<file path="config.mk">
export PLATFORM = sky130hd
export DESIGN_NAME = regfile_scoreboard_flat
export DESIGN_NICKNAME = d
export VERILOG_FILES = /design/src/rtl/regfile_scoreboard_if.sv /design/src/rtl/regfile_scoreboard.sv /design/src/flat_wrapper.sv
export SDC_FILE = /design/constraint.sdc
export NUM_CORES = 2
export LEC_CHECK = 0
export BUFFER_PORTS_ARGS = -buffer_cell sky130_fd_sc_hd__buf_2
export CAP_MARGIN = 30
export CELL_PAD_IN_SITES_DETAIL_PLACEMENT = 1
export CELL_PAD_IN_SITES_GLOBAL_PLACEMENT = 1
export CORE_MARGIN = 2
export CORE_UTILIZATION = 48
export CTS_CLUSTER_DIAMETER = 30
export CTS_CLUSTER_SIZE = 10
export DETAILED_ROUTE_END_ITERATION = 10
export PLACE_DENSITY_LB_ADDON = 0.25
export SYNTH_ARGS = -nofsm -noshare
export SYNTH_HDL_FRONTEND = slang
export SYNTH_SLANG_ARGS = --single-unit
</file>
<file path="constraint.sdc">
create_clock -name clock -period 2.7 [get_ports clock]
set_clock_uncertainty 0.1 [all_clocks]
set_input_delay 0 -clock clock [delete_from_list [all_inputs] [get_ports clock]]
set_output_delay 0 -clock clock [all_outputs]
set_load 0.1 [all_outputs]
</file>
<file path="src/rtl/regfile_scoreboard_if.sv">
// Decode/writeback bundle for regfile_scoreboard: write, reserve, scrub control in; read data/pending/status out.
// Pure wiring; no timing or flow control of its own.
interface regfile_scoreboard_if #(
  parameter int WIDTH = 32,
  parameter int NREGS = 32,
  parameter int AW    = $clog2(NREGS)
);
  logic             ctrl_writeEnable;
  logic [AW-1:0]    ctrl_writeReg;
  logic [WIDTH-1:0] data_writeReg;
  logic [AW-1:0]    ctrl_readRegA;
  logic [AW-1:0]    ctrl_readRegB;
  logic [WIDTH-1:0] data_readRegA;
  logic [WIDTH-1:0] data_readRegB;
  logic             ctrl_reserveEnable;
  logic [AW-1:0]    ctrl_reserveReg;
  logic             pending_readRegA;
  logic             pending_readRegB;
  logic             ctrl_clear;
  logic             clear_busy;
  logic             clear_done;

  modport master (
    output ctrl_writeEnable, ctrl_writeReg, data_writeReg,
    output ctrl_readRegA, ctrl_readRegB,
    output ctrl_reserveEnable, ctrl_reserveReg, ctrl_clear,
    input  data_readRegA, data_readRegB,
    input  pending_readRegA, pending_readRegB, clear_busy, clear_done
  );

  modport slave (
    input  ctrl_writeEnable, ctrl_writeReg, data_writeReg,
    input  ctrl_readRegA, ctrl_readRegB,
    input  ctrl_reserveEnable, ctrl_reserveReg, ctrl_clear,
    output data_readRegA, data_readRegB,
    output pending_readRegA, pending_readRegB, clear_busy, clear_done
  );
endinterface

</file>
<file path="src/rtl/regfile_scoreboard.sv">
// Register file with optional write bypass, per-register pending bits and an NREGS-cycle scrub engine.
// Reads are combinational; no backpressure: writes/reserves during a scrub are dropped, not stalled.
module regfile_scoreboard #(
  parameter int WIDTH    = 32,
  parameter int NREGS    = 32,
  parameter int AW       = $clog2(NREGS),
  parameter bit ZERO_REG = 1'b1,
  parameter bit BYPASS   = 1'b1
) (
  input logic                 clock,
  input logic                 ctrl_reset_n,
  regfile_scoreboard_if.slave rf
);
  typedef enum logic [1:0] {IDLE, SCRUB, DONE} state_t;

  localparam logic [AW:0]   NREGS_W = (AW + 1)'(NREGS);
  localparam logic [AW-1:0] LAST    = AW'(NREGS - 1);

  state_t           state;
  logic [AW-1:0]    idx;
  logic [WIDTH-1:0] regs [NREGS];
  logic [NREGS-1:0] pend;
  logic             clear_busy_q;
  logic             clear_done_q;

  logic accept;
  logic wr_ok;
  logic rs_ok;
  logic byp_a;
  logic byp_b;
  logic rs_hit_a;
  logic rs_hit_b;

  // Out-of-range addresses and the hardwired zero register are neither stored nor tracked.
  function automatic logic usable(input logic [AW-1:0] a);
    return ({1'b0, a} < NREGS_W) && !(ZERO_REG && (a == '0));
  endfunction

  assign accept = (state != SCRUB);
  assign wr_ok  = accept && rf.ctrl_writeEnable   && usable(rf.ctrl_writeReg);
  assign rs_ok  = accept && rf.ctrl_reserveEnable && usable(rf.ctrl_reserveReg);

  assign byp_a    = BYPASS && wr_ok && (rf.ctrl_writeReg == rf.ctrl_readRegA);
  assign byp_b    = BYPASS && wr_ok && (rf.ctrl_writeReg == rf.ctrl_readRegB);
  assign rs_hit_a = rs_ok && (rf.ctrl_reserveReg == rf.ctrl_readRegA);
  assign rs_hit_b = rs_ok && (rf.ctrl_reserveReg == rf.ctrl_readRegB);

  assign rf.data_readRegA = !usable(rf.ctrl_readRegA) ? '0 :
                            byp_a ? rf.data_writeReg : regs[rf.ctrl_readRegA];
  assign rf.data_readRegB = !usable(rf.ctrl_readRegB) ? '0 :
                            byp_b ? rf.data_writeReg : regs[rf.ctrl_readRegB];

  // A completing producer hides the stale pending bit unless a newer producer issues alongside it.
  assign rf.pending_readRegA = usable(rf.ctrl_readRegA) && !(byp_a && !rs_hit_a) &&
                               pend[rf.ctrl_readRegA];
  assign rf.pending_readRegB = usable(rf.ctrl_readRegB) && !(byp_b && !rs_hit_b) &&
                               pend[rf.ctrl_readRegB];

  assign rf.clear_busy = clear_busy_q;
  assign rf.clear_done = clear_done_q;

  always_ff @(posedge clock) begin
    if (!ctrl_reset_n) begin
      for (int i = 0; i < NREGS; i++) regs[i] <= '0;
      pend         <= '0;
      state        <= IDLE;
      idx          <= '0;
      clear_busy_q <= 1'b0;
      clear_done_q <= 1'b0;
    end else begin
      case (state)
        IDLE, DONE: begin
          if (wr_ok) begin
            regs[rf.ctrl_writeReg] <= rf.data_writeReg;
            pend[rf.ctrl_writeReg] <= 1'b0;
          end
          if (rs_ok) pend[rf.ctrl_reserveReg] <= 1'b1;
          clear_done_q <= 1'b0;
          if (state == IDLE && rf.ctrl_clear) begin
            state        <= SCRUB;
            idx          <= '0;
            clear_busy_q <= 1'b1;
          end else begin
            state <= IDLE;
          end
        end
        SCRUB: begin
          regs[idx] <= '0;
          pend[idx] <= 1'b0;
          if (idx == LAST) begin
            state        <= DONE;
            idx          <= '0;
            clear_busy_q <= 1'b0;
            clear_done_q <= 1'b1;
          end else begin
            idx <= idx + 1'b1;
          end
        end
        default: state <= IDLE;
      endcase
    end
  end
endmodule

</file>
<file path="src/flat_wrapper.sv">
// flat-port wrapper written by rule: the top's interface ports become plain ports
module regfile_scoreboard_flat 
#(
  parameter int WIDTH    = 32,
  parameter int NREGS    = 32,
  parameter int AW       = $clog2(NREGS),
  parameter bit ZERO_REG = 1'b1,
  parameter bit BYPASS   = 1'b1
)
  (clock, ctrl_reset_n, rf_ctrl_writeEnable, rf_ctrl_writeReg, rf_data_writeReg, rf_ctrl_readRegA, rf_ctrl_readRegB, rf_ctrl_reserveEnable, rf_ctrl_reserveReg, rf_ctrl_clear, rf_data_readRegA, rf_data_readRegB, rf_pending_readRegA, rf_pending_readRegB, rf_clear_busy, rf_clear_done);
  regfile_scoreboard_if #(.WIDTH(WIDTH), .NREGS(NREGS), .AW(AW)) rf_i ();
  input logic clock;
  input logic ctrl_reset_n;
  input wire logic [$bits(rf_i.ctrl_writeEnable)-1:0] rf_ctrl_writeEnable;
  input wire logic [$bits(rf_i.ctrl_writeReg)-1:0] rf_ctrl_writeReg;
  input wire logic [$bits(rf_i.data_writeReg)-1:0] rf_data_writeReg;
  input wire logic [$bits(rf_i.ctrl_readRegA)-1:0] rf_ctrl_readRegA;
  input wire logic [$bits(rf_i.ctrl_readRegB)-1:0] rf_ctrl_readRegB;
  input wire logic [$bits(rf_i.ctrl_reserveEnable)-1:0] rf_ctrl_reserveEnable;
  input wire logic [$bits(rf_i.ctrl_reserveReg)-1:0] rf_ctrl_reserveReg;
  input wire logic [$bits(rf_i.ctrl_clear)-1:0] rf_ctrl_clear;
  output wire logic [$bits(rf_i.data_readRegA)-1:0] rf_data_readRegA;
  output wire logic [$bits(rf_i.data_readRegB)-1:0] rf_data_readRegB;
  output wire logic [$bits(rf_i.pending_readRegA)-1:0] rf_pending_readRegA;
  output wire logic [$bits(rf_i.pending_readRegB)-1:0] rf_pending_readRegB;
  output wire logic [$bits(rf_i.clear_busy)-1:0] rf_clear_busy;
  output wire logic [$bits(rf_i.clear_done)-1:0] rf_clear_done;
  assign rf_i.ctrl_writeEnable = rf_ctrl_writeEnable;
  assign rf_i.ctrl_writeReg = rf_ctrl_writeReg;
  assign rf_i.data_writeReg = rf_data_writeReg;
  assign rf_i.ctrl_readRegA = rf_ctrl_readRegA;
  assign rf_i.ctrl_readRegB = rf_ctrl_readRegB;
  assign rf_i.ctrl_reserveEnable = rf_ctrl_reserveEnable;
  assign rf_i.ctrl_reserveReg = rf_ctrl_reserveReg;
  assign rf_i.ctrl_clear = rf_ctrl_clear;
  assign rf_data_readRegA = rf_i.data_readRegA;
  assign rf_data_readRegB = rf_i.data_readRegB;
  assign rf_pending_readRegA = rf_i.pending_readRegA;
  assign rf_pending_readRegB = rf_i.pending_readRegB;
  assign rf_clear_busy = rf_i.clear_busy;
  assign rf_clear_done = rf_i.clear_done;
  regfile_scoreboard #(.WIDTH(WIDTH), .NREGS(NREGS), .AW(AW), .ZERO_REG(ZERO_REG), .BYPASS(BYPASS)) u_core (.clock(clock), .ctrl_reset_n(ctrl_reset_n), .rf(rf_i));
endmodule
</file>
==> impl_results.md <==
* Worst IR drop on VDD at 0.7305 mV
* Synth area leaders: edfxtp_1 55%, mux4_2 16%, nor2_1 7.1%, mux2i_1 3.9%, buf_2 1.5%
* Path type of the worst setup path: reg -> out
* RSZ-0062 raised after global routing: true
* Crit path DAT at 3.17 ns
* Leak at 27.42 nW
* Cell Rows at 124
* Global Route Usage Sum at 44.63%
* Slew Limit Fails at 0
* Routed Antenna Nets at 0
* Die width at 343.9 µm
* Average cell area after synthesis at 13.28 µm²
* Slowest cell delay on critical path at 0.56 ns
* Overall routed net length at 279600 µm
* Maxcap violations at 0
* Skew-Pair Late Insertion Delay at 0.82 ns
* WHS Path Cells at 6
* Largest net degree at the start of global routing at 73
* Die area at 118300 µm²
* Clock Pin Slew Worst Setup and Hold Paths at 0.05 ns
* Total grt overflow at 0
* Core ar. at 114500 µm²
* FF-to-FF End: u_core.regs[30][25]
* Iter 0 DRT Violations at 8299
* Failing checks: negative setup slack
* Netlist cell types at 65
* # fillers at 10190
* I/O pins at 125
* CP delay by family, top: compound AO/OA/AOI/OAI gates
* Final instance area at 74910 µm²
* Yosys top cell area share at 55.44%
* CP cell instances: mux4_2 -> a22o_1 -> a2111oi_4 -> a21oi_1 -> buf_4 -> a22o_1 -> buf_12
* CTS Root Buffer Type: clkbuf_16
* Layout area overhead at 35.06%
* Worst-path fanout max at 2
* Crit start category: register
* Asr flop ratio synth at 0%
* Slowest CP cell: mux4_2
* Number of CTS-inserted buffers at 238
* CP endpoint: rf_data_readRegB[26]
* Post-Syn Instances at 4176
* Sink Count at 1065
* IO buf count at 124
* Die H at 343.9 µm
* Final hold vios at 0
* Flops & latches, synth at 1065
* Tcrit/Tclk final at 121.0%
* Vias in the first global route at 49460
* First-pass GRT wire length at 369600 µm
* Area leader, netlist: edfxtp_1
* TritonCTS clock tree: done
* H-tree levels at 4
* Final Power at 58.19 mW
* Final setup fails at 363
* Placed Area at 61870 µm²
* Starting Density at 48.44%
* Critical Path End Type: output port
* Status: complete, but fails checks
* Ys flop type: edfxtp_1
* Most common cell after layout, fill and taps aside: nor2_1
* DRT Pass-1 Iters at 9
* Vias per cell at 7.552
* WP data required at 2.60 ns
* CP bufs+invs at 2
* DP Wirelength at 148000 µm
* Drt drc at 0
* Worst Hold Class: in -> reg
* Number of cells on the critical path at 7
* Reg2Reg Depth at 9
* CP dominant cell by count: a22o_1
* Seq/Total Area, Yosys at 56.92%
* Final Critical Period at 3.268 ns
* Flop-to-flop setup slack at -0.13 ns
* Worst r2r src: u_core.state[1]
* Yosys warns at 0
* Slew @ Worst Pin at 1.185 ns
* Initial antenna violation count at 10
* PnR worst setup slack at -0.5676 ns
* Cell Pwr Density at 776.8 nW/µm²
* Nets at 4733
* Avg WL per Cell at 43.70 µm
* Max-slew headroom at 20.82%
* Clock Path Buffers at 3
* Netlist Area Pre-Place at 55460 µm²
* Via count at 48310
* Max Clock Freq at 306.0 MHz
* GPL Wtd Cong at 0.9124
* Most frequent cells in the layout: 1032 x nor2_1, 1024 x edfxtp_1, 403 x mux4_2, 286 x buf_4, 264 x clkbuf_16
* Critical Path Start: u_core.regs[15][26]
* Post-synth EDFFs at 1024
* Fraction of layout cells with a size suffix above 1 at 37.09%
-- flip-flops by register name, summed over array words and instances, names as in the netlist --
name and cells:
u_core.regs 1024, u_core.rf.clear_done 1, u_core.rf.clear_busy 1, u_core.idx 5
u_core.pend 32, u_core.state 2
-- stage by stage --
stage	setup TNS (ns)	setup WS [ns]	cells	utilization [%]	hold WS [ns]
floorplan	-1.862	-0.4143	4207	-	0.1199
global placement	-0.5371	-0.3498	5814	54.04	0.2870
detailed placement	-0.8448	-0.4193	5814	54.04	0.2817
CTS	-15.98	-0.4599	6354	64.22	0.04102
global route	-24.47	-0.5708	6394	65.42	0.1173
finish	-28.23	-0.5676	6397	65.42	0.1175
-- worst min path at each step --
stage,startpoint,endpoint,slack [ns]
after floorplan,rf_ctrl_clear,u_core.state[0],0.12
after global placement,rf_ctrl_clear,u_core.state[0],0.29
after detailed placement,rf_ctrl_clear,u_core.state[0],0.28
after CTS,rf_ctrl_writeReg[3],u_core.pend[10],0.04
after global routing,rf_ctrl_writeReg[3],u_core.pend[10],0.12
final,rf_ctrl_writeReg[3],u_core.pend[9],0.12
-- layout make-up --
| type | count | area (µm²) | area share, % |
|---|---|---|---|
| flip-flops and latches | 1065 | 31580 | 42.15 |
| multi-input cells | 2691 | 24730 | 33.01 |
| repair buffers | 667 | 8333 | 11.12 |
| clock buffers | 269 | 6187 | 8.259 |
| clock inverters | 180 | 2150 | 2.870 |
| well taps | 1512 | 1892 | 2.525 |
| inverters | 8 | 30.03 | 0.04009 |
| diodes | 5 | 12.51 | 0.01670 |
-- worst min-delay path: cells and delay by family --
| family | cells | cell delay, ns |
|---|---|---|
| AO/OA/AOI/OAI | 2 | 0.28 |
| buffers and inverters | 2 | 0.33 |
| AND/OR/NAND/NOR | 2 | 0.36 |
-- cells in the mapped netlist (all sizes together) (4+ instances only) --
master and count:
nor2 1056, edfxtp 1024, xnor2 12, dfxtp 41, o21ai 40, or2 10
nor4 30, nand3b 5, mux4 403, a22oi 51, buf 219, a2111oi 38
ha 5, a32o 5, mux2i 216, clkbuf 225, a221o 4, nand2b 27
a31oi 9, a21oi 87, a211oi 22, o2111ai 6, nor3 30, nand4 7
and3 6, a221oi 13, or3 5, xor2 8, mux2 56, nor2b 34
nand2 145, o22a 7, o22ai 99, a21boi 20, inv 7, o221ai 61
a22o 64, and2 15, nand3 29, a32oi 4
-- routing by layer --
metal | part of all wire [%] | vias to the layer above | track usage [%]
met5 | 0.12 | - | 0.6811
met4 | 10 | 14 | 33.04
met3 | 16 | 1660 | 17.22
met2 | 44 | 5415 | 66.99
met1 | 30 | 24070 | 52.16
li1 | - | 17150 | -
-- where the power goes --
group	internal, mW	switching (mW)
clock network	20.0	10.6
registers	18.8	0.460
logic	3.05	5.35
-- cells by family (layout without fill, tap and decap cells) --
family | after synthesis | count (layout) | share of synthesized area (%)
fa+ha+maj | 5 | 5 | 0.1128
flops | 1065 | 1065 | 56.92
simple gates | 1410 | 1410 | 10.42
mux | 675 | 675 | 21.40
xor+xnor | 20 | 20 | 0.3158
other cells | 1 | 37 | 0.006761
buf+inv | 452 | 1124 | 3.661
compound gates | 548 | 549 | 7.165
-- repair_timing --
action                     in CTS  in global routing
hold buffers                   58                  0
gates cloned                   10                 24
setup buffers                  41                 18
setup endpoints to repair     188                551
pin swaps                     140                 32
hold endpoints to repair     1031                  0
gates resized for setup       441                123
No activity file was read; power rests on OpenSTA's default activity.
